--- src/rtl/regfile_access_ctrl.sv ---
// Register-file access controller: sweeps the file to zero after reset, arbitrates write-back vs operand reads,
// and tags read data. Optional grant/conflict counters are enabled with RFC_PERF_EN.
module regfile_access_ctrl #(
   parameter int DW            = 32,
   parameter int AW            = 3,
   parameter int WR_STREAK_MAX = 4,
   parameter int INIT_CLEAR    = 1
) (
   input  logic          CLK,
   input  logic          RST,
   input  logic          wb_req,
   input  logic [AW-1:0] wb_dr,
   input  logic [DW-1:0] wb_data,
   output logic          wb_ack,
   input  logic          rd_req,
   input  logic [AW-1:0] rd_sa,
   input  logic [AW-1:0] rd_sb,
   output logic          rd_ack,
   output logic          rd_valid,
   output logic [DW-1:0] rd_data_a,
   output logic [DW-1:0] rd_data_b,
   output logic          busy,
   output logic          rf_ld,
   output logic [AW-1:0] rf_sa,
   output logic [AW-1:0] rf_sb,
   output logic [AW-1:0] rf_dr,
   output logic [DW-1:0] rf_din,
   input  logic [DW-1:0] rf_data_a,
   input  logic [DW-1:0] rf_data_b
`ifdef RFC_PERF_EN
   ,
   output logic [15:0]   perf_wr_cnt,
   output logic [15:0]   perf_rd_cnt,
   output logic [15:0]   perf_conflict_cnt
`endif
);

   localparam int SW = $clog2(WR_STREAK_MAX + 1);

   typedef enum logic {ST_INIT, ST_RUN} state_t;

   state_t        state;
   logic [AW-1:0] init_ptr;
   logic [SW-1:0] streak;
   logic          vld_p0;
   logic          run;
   logic          streak_full;

   assign run         = (state == ST_RUN);
   assign busy        = (state == ST_INIT);
   assign streak_full = (streak == SW'(WR_STREAK_MAX));

   // Writes win unless a waiting read has already been passed over WR_STREAK_MAX times.
   assign wb_ack = run & wb_req & ~(rd_req & streak_full);
   assign rd_ack = run & rd_req & ~wb_ack;

   assign rd_data_a = rf_data_a;
   assign rd_data_b = rf_data_b;

   always_ff @(posedge CLK) begin
      if (RST) begin
         state    <= (INIT_CLEAR != 0) ? ST_INIT : ST_RUN;
         init_ptr <= '0;
         streak   <= '0;
         vld_p0   <= 1'b0;
         rd_valid <= 1'b0;
         rf_ld    <= 1'b0;
         rf_sa    <= '0;
         rf_sb    <= '0;
         rf_dr    <= '0;
         rf_din   <= '0;
      end else begin
         // p0: read command presented to the file; p1: file output registered, data valid
         vld_p0   <= rd_ack;
         rd_valid <= vld_p0;
         if (state == ST_INIT) begin
            rf_ld    <= 1'b1;
            rf_dr    <= init_ptr;
            rf_din   <= '0;
            init_ptr <= init_ptr + 1'b1;
            if (init_ptr == '1)
               state <= ST_RUN;
         end else begin
            rf_ld <= wb_ack;
            if (wb_ack) begin
               rf_dr  <= wb_dr;
               rf_din <= wb_data;
            end
            if (rd_ack) begin
               rf_sa <= rd_sa;
               rf_sb <= rd_sb;
            end
            if (rd_ack || !rd_req)
               streak <= '0;
            else if (wb_ack && !streak_full)
               streak <= streak + 1'b1;
         end
      end
   end

`ifdef RFC_PERF_EN
   always_ff @(posedge CLK) begin
      if (RST) begin
         perf_wr_cnt       <= '0;
         perf_rd_cnt       <= '0;
         perf_conflict_cnt <= '0;
      end else begin
         if (wb_ack && perf_wr_cnt != 16'hFFFF)
            perf_wr_cnt <= perf_wr_cnt + 16'd1;
         if (rd_ack && perf_rd_cnt != 16'hFFFF)
            perf_rd_cnt <= perf_rd_cnt + 16'd1;
         if (run && wb_req && rd_req && perf_conflict_cnt != 16'hFFFF)
            perf_conflict_cnt <= perf_conflict_cnt + 16'd1;
      end
   end
`endif

endmodule

--- config.mk ---
export PLATFORM = sky130hd
export DESIGN_NAME = regfile_access_ctrl
export DESIGN_NICKNAME = d
export VERILOG_FILES = /design/src/rtl/regfile_access_ctrl.sv
export SDC_FILE = /design/constraint.sdc
export NUM_CORES = 1
export LEC_CHECK = 0
export ABC_AREA = 1
export CAP_MARGIN = 20
export CORE_MARGIN = 5
export CORE_UTILIZATION = 34
export DETAILED_ROUTE_END_ITERATION = 10
export PLACE_DENSITY_LB_ADDON = 0.2
export SYNTH_ARGS = -nofsm -noshare
export SYNTH_HDL_FRONTEND = slang
export SYNTH_SLANG_ARGS = --single-unit
--- constraint.sdc ---
create_clock -name CLK -period 2.1 [get_ports CLK]
set_input_delay 0.525 -clock CLK [delete_from_list [all_inputs] [get_ports CLK]]
set_output_delay 0.525 -clock CLK [all_outputs]
set_load 0.05 [all_outputs]
# --- Word level (Yosys, flattened, before mapping) ---
# Index checks and enable logic that the tools add are counted.
totals:
  reg_bits: 51
classes:
  n_bitwise: 8
  mux: 7
  n_eq_ne: 3
  n_reduce_logical: 8
  n_addsub: 2
op_table:
  columns: ["cell", "count"]
  rows:
  - ["$mux W3", 4]
  - ["$add A3 B1 Y3 const B", 2]
  - ["$eq A3 B3 Y1 const B", 2]
  - ["$and A1 B1 Y1", 5]
  - ["$reduce_and A2 Y1", 2]
  - ["$mux W1", 3]
  - ["$not A1 Y1", 3]
  - ["$logic_not A1 Y1", 2]
  - ["$ne A2 B2 Y1 const B", 1]
  - ["$reduce_bool A2 Y1", 1]
  - ["$reduce_or A2 Y1", 1]
  - ["$logic_and A1 B1 Y1", 1]
  - ["$logic_or A1 B1 Y1", 1]

# --- Depth between registers and ports, before layout ---
logic_depth:
  depth_word: 9
  depth_mapped: 8
  mapped_depth_nobuf: 8

# --- Least setup slack after synthesis ---
# No wires, ideal clock.
synth_timing:
  path_type: "reg-to-output"
  startpoint: "register streak[0]"
  endpoint: "output rd_ack"
  t_required_ps: 1575
  t_arrival_ps: 1060
  setup_slack_ps: 515
  n_path_buf: 0
  stages_incl_launch_ff: 7
  path_cell_list: "dfxtp_1 > inv_1 > ha_1 > nand3_4 > nand2_8 > nand2_2 > inv_2"
synth_via:
  elab_chain_len: 6
synth_lines:
  columns: ["element", "line_no", "source"]
  rows:
  - ["start, declared", "44", "logic [SW-1:0] streak;"]
  - ["start signal, assigned", "96", "streak <= streak + 1'b1;"]
  - ["$eq A3 B3 Y1", "51", "assign streak_full = (streak == SW'(WR_STREAK_MAX));"]
  - ["$and A1 B1 Y1", "54", "assign wb_ack = run & wb_req & ~(rd_req & streak_full);"]
  - ["$not A1 Y1", "54", null]
  - ["$and A1 B1 Y1", "54", null]
  - ["$not A1 Y1", "55", "assign rd_ack = run & rd_req & ~wb_ack;"]
  - ["$and A1 B1 Y1", "55", null]
  - ["end, declared", "18", "output logic rd_ack,"]
# No other way between the ends.

# --- Worst setup path in the final report ---
layout_timing:
  startpoint: "input wb_req"
  endpoint: "output rd_ack"
layout_via:
  elab_chain_len: 4
layout_lines:
  columns: ["element", "line_no", "source"]
  rows:
  - ["start, declared", "11", "input logic wb_req,"]
  - ["$and A1 B1 Y1 (2 in series)", "54", null]
  - ["$not A1 Y1", "55", null]
  - ["$and A1 B1 Y1", "55", null]
# No other way between the ends.

==> run metrics <==
Compound-Gate Fraction of Synth Area 9.53%; Yosys top cell area share 41.4%; layout cell share with drive strength beyond 1 8.19%; via-per-instance ratio 4.35; total die area 9060 um^2; Tcrit/Tclk final 96.6%; Detailed Route Iter0 Violations 34; Reg2Reg Launch Point run; Post-CTS Resized 1; router iterations before antenna repair 4; CP Cell Sequence clkdlybuf4s50_1, nand2_2, inv_4, nand2_8, nand2_2, inv_2, buf_12; Critical Path RT 1570 ps; fin area 3100 um^2; Sink Count 51; endpoints failing hold 0; clock skew 6.81 ps; WL final 5420 um; synthesized area 2470 um^2; final design utilization 43.2%; outcome complete, no violations; Std-Cell Rows 31; die width 95.2 um; Port Buffers 90; GP Congestion 0.788; Post-CTS Setup Inserts 0; Initial Utilization 34.4%; reg2reg path depth 6; Reg-to-Reg End rf_din[18]; pin count of the biggest net entering global routing 38; Final TNS setup 0 ps; Die Y 95.2 um; Setup-failing EPs final 0; Total GRT Usage 11.8%; maxcap violations 0; io pins 219; post-synthesis mux area share 0%; initial antenna violation count 0; Peak VDD IR 0.377 mV; crit path DAT 1500 ps; post-synth cell types 22; worst skew pair latency 290 ps; H-tree depth 2; worst hold path type flop to flop; xor and xnor area share after synthesis 0%; Pins Over Slew Limit 0; Slew Limit Headroom 65.2%; slowest CP cell clkdlybuf4s50_1; Synth area leader dfxtp_1; Cells after Synth 312; Reg2Reg Setup Slack 540 ps; min cycle time layout 2030 ps; Seq/Total Area, Yosys 41.4%; DRC 0; most common cell after layout, fill and taps aside clkdlybuf4s50_1; nets 455; DP Area 3000 um^2; Root Driver clkbuf_8; Critical Path Sink Type output port; Layout area overhead 25.7%; Synth Area in Simple Gates 21.0%; crit path max fanout 4; core area 7180 um^2; Hold Path Depth 2; synth top area cells dfxtp_1 41%, buf_4 20%, nor2_1 12%; Final ANT Viol Nets 0; DP Worst Slack -12.1 ps; largest family of logic cells by synthesized area buffers and inverters; CTS tree yes; vias in the first global route 1860; most frequent cells in the layout 86 x clkdlybuf4s50_1, 78 x nor2_1, 51 x dfxtp_1; routed len/inst 12.3 um; P per Cell Area 578 nW/um^2; CTS Hold Bufs 0; Setup crit start kind input port; Pleak 1.10 nW; CP most frequent cell nand2_2; YS warnings 0; final hold slack 413 ps; cts bufs inserted 5; clk slew on worst S/H paths 90 ps; GRT overflow 0; detailed placement HPWL 4010 um; CP startpoint wb_req; Worst Max-Slew Pin Slew 521 ps; final worst setup slack 71.0 ps; Worst Hold Path EP rd_valid; RSZ-0062 raised after global routing false; flops & latches, synth 51; vias post-DR 1918; Max Fclk 493 MHz; syn_area_per_cell 7.91 um^2; global-route wire length before repair 8480 um; area share of fa/ha/maj cells after synthesis 2.03%; Longest Clk Path Bufs 2; Mapped Nets 425; Max stage delay on crit path 480 ps; ANT cells 0; hold_sp vld_p0; Setup CP Type input port to output port
[worst max-delay path by stage]
| stage | endpoint | slack, ps |
|---|---|---|
| after floorplan | rd_ack | 520 |
| after global placement | rd_ack | 3 |
| after detailed placement | rd_ack | -10 |
| after CTS | rd_ack | 50 |
| after global routing | rd_ack | 10 |
| final | rd_ack | 70 |
[where the power goes]
group	switching (W)	total, W	internal (W)
sequential	0.00000641	0.000983	0.000977
combinational	0.0000567	0.000153	0.0000966
clock	0.000307	0.000657	0.000350
total	0.000370	0.00179	0.00142
[per-layer routing]
metal / global-route usage [%] / share of wire (%) / up-vias
li1: - / - / 975
met1: 13.8 / 44 / 860
met2: 20.2 / 45 / 70
met3: 3.87 / 10 / 13
met4: 3.49 / 0.98 / 0
met5: 0 / 0 / -
[critical path, delay by kind of cell]
family / cells / cell delay [ps]
simple gates: 3 / 200
buf+inv: 4 / 770
[flip-flops by register name, summed over array words and instances, names as in the netlist]
| name | flops |
|---|---|
| rf_sa | 3 |
| rf_din | 32 |
| rf_dr | 3 |
| streak | 3 |
| init_ptr | 3 |
| rf_sb | 3 |
| rd_valid | 1 |
| rf_ld | 1 |
| vld_p0 | 1 |
| run | 1 |
[cell type report]
type                    instances  area (um^2)
clock inverters                 1         30.0
clock buffers                   6         72.6
multi-input cells             172          805
inverters                      11         48.8
fillers                       758         4080
repair buffers                101         1000
flip-flops and latches         51         1020
well taps                      99          124
[cells by family (layout without fill, tap and decap cells)]
logic type	count (synthesis)	count (layout)
flops	51	51
simple gates	121	121
compound gates	47	47
buf+inv	89	119
fa+ha+maj	4	4
[Yosys cell counts (all sizes together)]
library cell   n
nand3b         6
nand4          1
nor2          78
a21oi         11
ha             4
dfxtp         51
o21ai         36
buf           78
inv           10
clkinv         1
nand3          5
nand2         31
[per-stage QoR]
stage	total power, W	cells
3_5_place_dp	0.00116	434
5_1_grt	0.00189	441
4_1_cts	0.00184	441
2_1_floorplan	0.00139	312
3_3_place_gp	0.00116	434
6_report	0.00179	441
No activity file was read; power rests on OpenSTA's default activity.
